## src/rtl/sha_uart_pkg.sv

```systemverilog
// Shared definitions for the SHA-256 <-> UART message path.
// Holds the digest geometry, the unpacker state encoding and the byte-index split.
package sha_uart_pkg;

  localparam int DIGEST_WORDS = 8;
  localparam int DIGEST_BYTES = 32;
  localparam int BYTE_IDX_W   = 5;
  localparam int WORD_IDX_W   = 3;

  typedef enum logic [2:0] {
    ST_IDLE    = 3'd0,
    ST_LOAD    = 3'd1,
    ST_ISSUE   = 3'd2,
    ST_WAIT_TX = 3'd3,
    ST_DONE    = 3'd4
  } unpack_state_t;

  typedef struct packed {
    logic [WORD_IDX_W-1:0] word;
    logic [1:0]            lane;
  } byte_sel_t;

  // Big-endian byte order: byte k comes from word k/4, lane 0 is the word's MSB.
  function automatic byte_sel_t byte_sel(input logic [BYTE_IDX_W-1:0] idx);
    byte_sel_t s;
    s.word = idx[BYTE_IDX_W-1:2];
    s.lane = idx[1:0];
    return s;
  endfunction

endpackage

```

## src/rtl/digest_byte_mux.sv

```systemverilog
// Selects one big-endian byte out of the buffered digest words.
// Pure combinational; the caller registers the result.
module digest_byte_mux
  import sha_uart_pkg::*;
#(
  parameter int DATA_WIDTH = 32,
  parameter int WORDS      = DIGEST_WORDS
) (
  input  logic [WORDS-1:0][DATA_WIDTH-1:0] i_buf,
  input  logic [BYTE_IDX_W-1:0]            i_byte_idx,
  output logic [7:0]                       o_byte
);

  byte_sel_t             w_sel;
  logic [DATA_WIDTH-1:0] w_word;

  always_comb begin
    w_sel  = byte_sel(i_byte_idx);
    w_word = i_buf[w_sel.word];
    o_byte = 8'h00;
    case (w_sel.lane)
      2'd0:    o_byte = w_word[DATA_WIDTH-1  -: 8];
      2'd1:    o_byte = w_word[DATA_WIDTH-9  -: 8];
      2'd2:    o_byte = w_word[DATA_WIDTH-17 -: 8];
      default: o_byte = w_word[DATA_WIDTH-25 -: 8];
    endcase
  end

endmodule

```

## src/rtl/digest_unpacker.sv

```systemverilog
// Captures an 8-word SHA-256 digest from the core and streams it to the UART TX
// as 32 big-endian bytes, one byte per transmitter handshake.
//
//   state   | meaning
//   IDLE    | waiting for the first digest word (H0)
//   LOAD    | collecting H1..H7; aborts after LOAD_TIMEOUT idle cycles
//   ISSUE   | fetch byte[byte_cnt]; start pulse and byte appear next cycle
//   WAIT_TX | holding the byte until the transmitter reports completion
//   DONE    | one-cycle completion pulse, then back to IDLE
module digest_unpacker
  import sha_uart_pkg::*;
#(
  parameter int DATA_WIDTH   = 32,
  parameter int WORDS        = DIGEST_WORDS,
  parameter int LOAD_TIMEOUT = 64
) (
  input  logic                  clk,
  input  logic                  rst_n,
  input  logic [DATA_WIDTH-1:0] core_word_in,
  input  logic                  core_dv_in,
  output logic                  core_ready_out,
  output logic [7:0]            tx_byte_out,
  output logic                  tx_dv_out,
  input  logic                  tx_done_in,
  output logic                  busy_out,
  output logic                  done_out,
  output logic                  err_out
);

  localparam int                    TW         = $clog2(LOAD_TIMEOUT + 1);
  localparam int                    WIDX       = $clog2(WORDS);
  localparam logic [TW-1:0]         TIMEOUT_TC = TW'(LOAD_TIMEOUT);
  localparam logic [3:0]            LAST_WORD  = 4'(WORDS - 1);
  localparam logic [BYTE_IDX_W-1:0] LAST_BYTE  = BYTE_IDX_W'(DIGEST_BYTES - 1);

  unpack_state_t                   r_state;
  logic [WORDS-1:0][DATA_WIDTH-1:0] r_buf;
  logic [3:0]                      r_word_cnt;
  logic [BYTE_IDX_W-1:0]           r_byte_cnt;
  logic [TW-1:0]                   r_timer;
  logic [7:0]                      r_tx_byte;
  logic                            r_tx_dv;
  logic                            r_err;
  logic [7:0]                      w_byte;

  digest_byte_mux #(
    .DATA_WIDTH (DATA_WIDTH),
    .WORDS      (WORDS)
  ) u_byte_mux (
    .i_buf      (r_buf),
    .i_byte_idx (r_byte_cnt),
    .o_byte     (w_byte)
  );

  always_ff @(posedge clk or negedge rst_n) begin
    if (!rst_n) begin
      r_state    <= ST_IDLE;
      r_buf      <= '0;
      r_word_cnt <= '0;
      r_byte_cnt <= '0;
      r_timer    <= '0;
      r_tx_byte  <= '0;
      r_tx_dv    <= 1'b0;
      r_err      <= 1'b0;
    end else begin
      r_tx_dv <= 1'b0;
      r_err   <= 1'b0;
      case (r_state)
        ST_IDLE: begin
          r_timer <= '0;
          if (core_dv_in) begin
            r_buf[0]   <= core_word_in;
            r_word_cnt <= 4'd1;
            r_state    <= ST_LOAD;
          end
        end
        ST_LOAD: begin
          // Timeout wins over a word arriving on the terminal-count cycle.
          if (r_timer == TIMEOUT_TC) begin
            r_err      <= 1'b1;
            r_buf      <= '0;
            r_word_cnt <= '0;
            r_timer    <= '0;
            r_state    <= ST_IDLE;
          end else if (core_dv_in) begin
            r_buf[r_word_cnt[WIDX-1:0]] <= core_word_in;
            r_word_cnt                  <= r_word_cnt + 4'd1;
            r_timer                     <= '0;
            if (r_word_cnt == LAST_WORD) begin
              r_byte_cnt <= '0;
              r_state    <= ST_ISSUE;
            end
          end else if (r_timer != TIMEOUT_TC) begin
            r_timer <= r_timer + 1'b1;
          end
        end
        ST_ISSUE: begin
          r_timer   <= '0;
          r_tx_byte <= w_byte;
          r_tx_dv   <= 1'b1;
          r_state   <= ST_WAIT_TX;
        end
        ST_WAIT_TX: begin
          r_timer <= '0;
          if (tx_done_in) begin
            if (r_byte_cnt == LAST_BYTE) begin
              r_state <= ST_DONE;
            end else begin
              r_byte_cnt <= r_byte_cnt + 1'b1;
              r_state    <= ST_ISSUE;
            end
          end
        end
        ST_DONE: begin
          r_timer    <= '0;
          r_word_cnt <= '0;
          r_state    <= ST_IDLE;
        end
        default: r_state <= ST_IDLE;
      endcase
    end
  end

  assign core_ready_out = (r_state == ST_IDLE) || (r_state == ST_LOAD);
  assign busy_out       = (r_state != ST_IDLE);
  assign done_out       = (r_state == ST_DONE);
  assign tx_dv_out      = r_tx_dv;
  assign tx_byte_out    = r_tx_byte;
  assign err_out        = r_err;

endmodule
```

## config.mk

```make
export PLATFORM = sky130hd
export DESIGN_NAME = digest_unpacker
export DESIGN_NICKNAME = d
export VERILOG_FILES = /design/src/rtl/sha_uart_pkg.sv /design/src/rtl/digest_byte_mux.sv /design/src/rtl/digest_unpacker.sv
export SDC_FILE = /design/constraint.sdc
export NUM_CORES = 1
export LEC_CHECK = 0
export CAP_MARGIN = 20
export CORE_MARGIN = 2
export CORE_UTILIZATION = 55
export CTS_CLUSTER_DIAMETER = 60
export CTS_CLUSTER_SIZE = 24
export DETAILED_ROUTE_END_ITERATION = 8
export PLACE_DENSITY_LB_ADDON = 0.15
export SLEW_MARGIN = 20
export SYNTH_ARGS = -nofsm -noshare
export SYNTH_HDL_FRONTEND = slang
export SYNTH_SLANG_ARGS = --single-unit
```

## constraint.sdc

```tcl
create_clock -name clk -period 2.4 [get_ports clk]
set_clock_uncertainty 0.2 [all_clocks]
set_input_delay 0.48 -clock clk [delete_from_list [all_inputs] [get_ports clk]]
set_output_delay 0.48 -clock clk [all_outputs]
set_load 0.02 [all_outputs]
```

==> impl_metrics.toml <==
[status]
status = "completed"

[worst_setup_path]
path_buf_inv = 2
reg2regPathDepth = 6
cp.depth = 3
r2r-end = "tx_byte_out[3]$_DFFE_PN0N_"
cp-startpoint = "r_state[1]$_DFFE_PN0P_"
rrSetupSlack_ns = 0.10
crit_type = "flip-flop to primary output"
critical_path.slowest_cell = "dfrtp_2"
cp_cell_sequence = "nor3b_1 -> buf_4 -> dlygate4sd2_1"
worstReg2RegStart = "r_byte_cnt[0]$_DFFE_PN0P_"
crit_path_end_kind = "primary output"
path_delay_family = "buffers and inverters"
cp_max_fo = 7
critPathRequiredTime_ns = 1.72
cp-start-kind = "flip-flop"
slowest_delay_ns = 0.46
crit_arrival_ns = 1.68

[synth]
synth_top_area_frac = 0.538
netlist_instances = 1031
syn_nets = 1075
synthMostInstantiatedCell = "dfrtp_1"
synth_cell_types = 59
ys_top_cells_by_count = "dfrtp_1 (285), a22o_1 (227), mux2i_1 (82)"
synth_area_leaders = "dfrtp_1 (54%), a22o_1 (15%), mux4_2 (6.8%), mux2i_1 (6.2%), clkbuf_1 (2.1%)"
ys.warnings.count = 0
seq_area_frac_synth = 0.538
syn_area_per_cell_sq_um = 12.9
ys_async_sr_fraction = 1.00
synth_edf_count = 0
yosys.area.top_type = "dfrtp_1"
synth_ff_type = "dfrtp_1"
synthesis.area_sq_um = 13300
ys_ff_latch = 285

[floorplanning]
die_height_um = 159
die_area_sq_um = 25400
core_region_area_sq_um = 23500
fp.dieW_um = 159
initial_utilization = 0.563
core.rowCount = 56
pin_count = 49

[cts]
cts_buffers = 22
cts_root_buf = "clkbuf_16"
clockBufferDepth = 3
insertion_delay_ns = 0.54
cts.clk_slew.worst_paths_ns = 0.09
cts_tree = "done"
h-tree-depth = 1
cts.sinks = 285

[route]
ant_nets = 0
routed_wl_um = 35300
drt_pass1_iterations = 5
drtIter0Drc = 783
vias_per_cell = 6.70
drc = 0
routed-via-count = 9348
routedWlPerCell_um = 25.3

[placement]
place_area_sq_um = 14500
place_congestion = 0.815
dp_hpwl_um = 22000
dpl_worst_slack_ns = -0.113
port_buffers = 48
placed_cells = 1351

[run]
drv_cap = 0

[sta]
setup_ws_ns = 0.0450
setup_viol = 0
rsz0062_at_grt = "false"
timing.fmax_mhz = 425
slew_headroom = 0.520
finalHoldViolations = 0
fin_crit_sh = 0.981
tightestPinTransition_ns = 0.719
slew_violations = 0
min_period_ns = 2.36

[cells_and_area]
seqCellArea_sq_um = 7140
area_growth_pct = 15.7
layout.cells.non_filler = 1396
multi_input_area_sq_um = 5460
fill_cells = 1786
design_area_sq_um = 15300
fin_util = 0.652
drive_gt1_frac = 0.178
layout.nets = 1105
antennaDiodeCount = 0

[power]
irDropWorstVdd_uv = 808
power.density_nw_per_um2 = 1310
p_total_w = 0.0201
power_leakage_nw = 6.94

[global_routing]
grt_first_pass_wirelength_um = 56600
grt-ovfl-total = 0
track_usage = 0.283
grt_pass1_vias = 9612
grt_max_degree = 95
antenna_found_initial = 1

[hold_path]
holdPathEnd = "r_buf[188]$_DFFE_PN0P_"
hold_depth = 1
hold_start = "r_buf[188]$_DFFE_PN0P_"
hp-class = "flip-flop to flip-flop"
[worst register-to-register path: stages (launching register included)]
cell,delay (ns)
dfrtp_1,0.42
inv_1,0.14
ha_1,0.21
nor2b_1,0.60
a22oi_1,0.23
buf_4,0.21
a41oi_1,0.22
[cells in the final DEF, fill, tap and decap left out, drive strengths merged, types with 3 or more instances in the layout]
cell and count:
dfrtp 285, nand2b 8, a21oi 3, buf 78, clkbuf 23, nor2 17
ha 8, o21ai 52, and2 3, mux2i 82, nor3 9, clkinv 7
and3 5, inv 53, a41oi 8, nand3 8, o22ai 18, nor2b 6
o32ai 8, a22oi 24, nor3b 5, a22o 227, o211ai 9, mux4 40
nand2 11, clkdlybuf4s50 44
[worst max-delay path by stage]
stage                                            end  slack (ns)
after global routing           r_buf[14]$_DFFE_PN0P_      0.0003
after CTS                 tx_byte_out[7]$_DFFE_PN0N_        0.01
after global placement        r_buf[113]$_DFFE_PN0P_       -0.07
after detailed placement      r_buf[112]$_DFFE_PN0P_       -0.11
after floorplan            r_byte_cnt[2]$_DFFE_PN0P_        0.06
final                                       done_out        0.04
[what timing repair did]
action / in CTS / in global routing
endpoints found under the setup margin: 6 / 9
setup buffers: 3 / 0
resized for setup: 5 / 3
hold endpoints to repair: 285 / 0
hold buffers: 1 / 0
[cells by family after synthesis]
family          Yosys count  synth area share
compound gates          367             0.221
flops                   285             0.538
buf+inv                 164            0.0588
mux                     124             0.132
simple gates             83            0.0430
fa+ha+maj                 8           0.00755
[sequential cells by signal, summed over array words and instances (netlist names)]
register,count
r_byte_cnt,5
r_timer,7
r_buf,256
tx_byte_out,8
r_word_cnt,4
err_out,1
r_state,3
tx_dv_out,1
[per-stage QoR]
stage                     hold WS (ns)  setup TNS [ns]
final                            0.301               0
after global routing             0.308               0
after CTS                        0.302               0
after detailed placement         0.276           -3.02
after global placement           0.277           -2.08
after floorplan                -0.0156               0
[layout make-up]
type,count,share of cell area
multi-input cells,582,0.356
clock buffers,23,0.0375
well taps,319,0.0260
flip-flops and latches,285,0.465
inverters,44,0.0108
repair buffers,126,0.0899
clock inverters,17,0.0147
[layer usage]
layer / routed length [um] / vias up / track usage
met5: 12 / - / 0
met3: 2290 / 45 / 0.0542
met1: 15900 / 4956 / 0.418
met4: 655 / 2 / 0.0558
li1: - / 4010 / -
met2: 16500 / 335 / 0.446
[power breakdown]
| group | switching, W | leakage [nW] | internal (W) |
|---|---|---|---|
| Sequential | 0.00123 | 3.64 | 0.00681 |
| Clock | 0.00204 | 0.390 | 0.00200 |
| Combinational | 0.00392 | 2.91 | 0.00411 |
Note: power is estimated with default switching activity, not from simulation.
==> RTL change, RTL diff (config.mk and constraints unchanged) <==
Compare `r_timer` against `TIMEOUT_TC` with >= in place of ==.
--- a/src/rtl/digest_unpacker.sv
+++ b/src/rtl/digest_unpacker.sv
@@ -77,5 +77,5 @@
         ST_LOAD: begin
           // Timeout wins over a word arriving on the terminal-count cycle.
-          if (r_timer == TIMEOUT_TC) begin
+          if (r_timer >= TIMEOUT_TC) begin
             r_err      <= 1'b1;
             r_buf      <= '0;
Function: no difference found for any inputs over 10 cycles, from zero or initial values and one cycle with rst_n low; that may be too few to reach the edited logic, so the function may still have changed.
==> RTL change against the unedited design <==
- area after synthesis shrank 2.0%
- clock power is 5.2% lower
- setup slack gained 0.026 ns
- cell area decreased by 1.9%
- power down 12%
- routed wire length is 1.9% lower
- sequential cell count stayed put
- first-iteration DRC count increased by 15%
- global-route usage rose by 0.58 points
- register-to-register slack barely moved
==> RTL change: results (changes against the unedited design) <==
run_status:
  outcome: "finished, final reports clean"
detailed_routing:
  drt_iter0_markers: 901  # +15%
  wl_per_cell_um: 25.9  # +2.5%
  wl_met2_mm: 16.2  # -1.8%
  num_vias: 8970  # -4.0%
  dr.max_layer_used: "met4"
  wl_met1_mm: 15.5  # -2.6%
worst_setup_path:
  reg2reg_from: "r_state[2]"
  critical-path-max-stage-delay_ns: 0.52  # +0.06 ns
  crit_family: "flip-flops"
  r2r.worst_path.cells: 5  # -1
  crit_fanout: 14  # +7
global_route:
  grt_use_met1_pct: 42.3  # +0.54 points
  grt_use_met3_pct: 4.68  # -0.74 points
  grt_max_degree: 75  # -21%
  grt_pass1_vias: 9304  # -3.2%
  antenna_found_initial: 0  # -1
  grtUsageTotal_pct: 28.9  # +0.58 points
  use_met2_pct: 45.1  # +0.47 points
layout:
  inv_count: 12  # -73%
  signal_buffers: 132  # +4.8%
  buffer_area_share_pct: 9.74  # +0.75 points
  seqCellArea_um2: 7140  # about the same
  multi_input_area_um2: 5230  # -4.2%
  drive_gt1_share_pct: 21.7  # +3.9 points
  final-clk-cell-share_pct: 5.11  # -0.11 points
  seq_cells: 285  # unchanged
  nets: 1046  # -5.3%
logic_synthesis:
  ys_top_cells_by_area: "dfrtp_1, a22o_1, mux4_2"
  yosys.area_share.adder_pct: 0.770  # +0.015 points
  ys_seq_area_share_pct: 54.9  # +1.1 points
  synth_compound_area_share_pct: 23.3  # +1.2 points
power:
  total_leakage_power_uw: 0.00657  # -5.3%
  p_clk_share_pct: 21.7  # +1.6 points
  p_int_uw: 11800  # -8.9%
  p_seq_uw: 7590  # -5.6%
  peakVddDrop_v: 0.000732  # -9.4%
min_path:
  min_path_type: "in2async"
timing:
  tightest_slew_ns: 1.15  # +0.432 ns
place:
  dp_hpwl_mm: 21.6  # -1.7%
  place_ws_ns: -0.168  # -0.0547 ns
cts:
  cts_setup_buffers: 0  # -3
## RTL change: what timing repair did
| action | CTS | global route |
|---|---|---|
| resized for setup | 7 | 0 |
| endpoints found under the setup margin | 3 | 0 |
| hold buffers | 1 | 0 |
| endpoints found under the hold margin | 39 | 0 |
## RTL change: cells by family (layout without fill, tap and decap cells)
group / count (synthesis) / after routing
adders and majority gates: 8 / 8
muxes: 92 / 92
buffers and inverters: 126 / 184
DFF: 285 / 285
AOI/OAI and AO/OA: 364 / 364
and+or+nand+nor: 85 / 85
## RTL change: metrics by stage
stage	hold slack [ns]	std cells	cell area (um^2)	total power, uW	setup TNS [ns]
after floorplan	-0.0156	960	13000	11500	0
after global placement	0.219	1296	14300	13700	-3.20
after detailed placement	0.216	1296	14300	13900	-5.43
after CTS	0.249	1337	15000	17700	0
after global routing	0.274	1337	15000	18600	0
final	0.249	1337	15000	17700	0
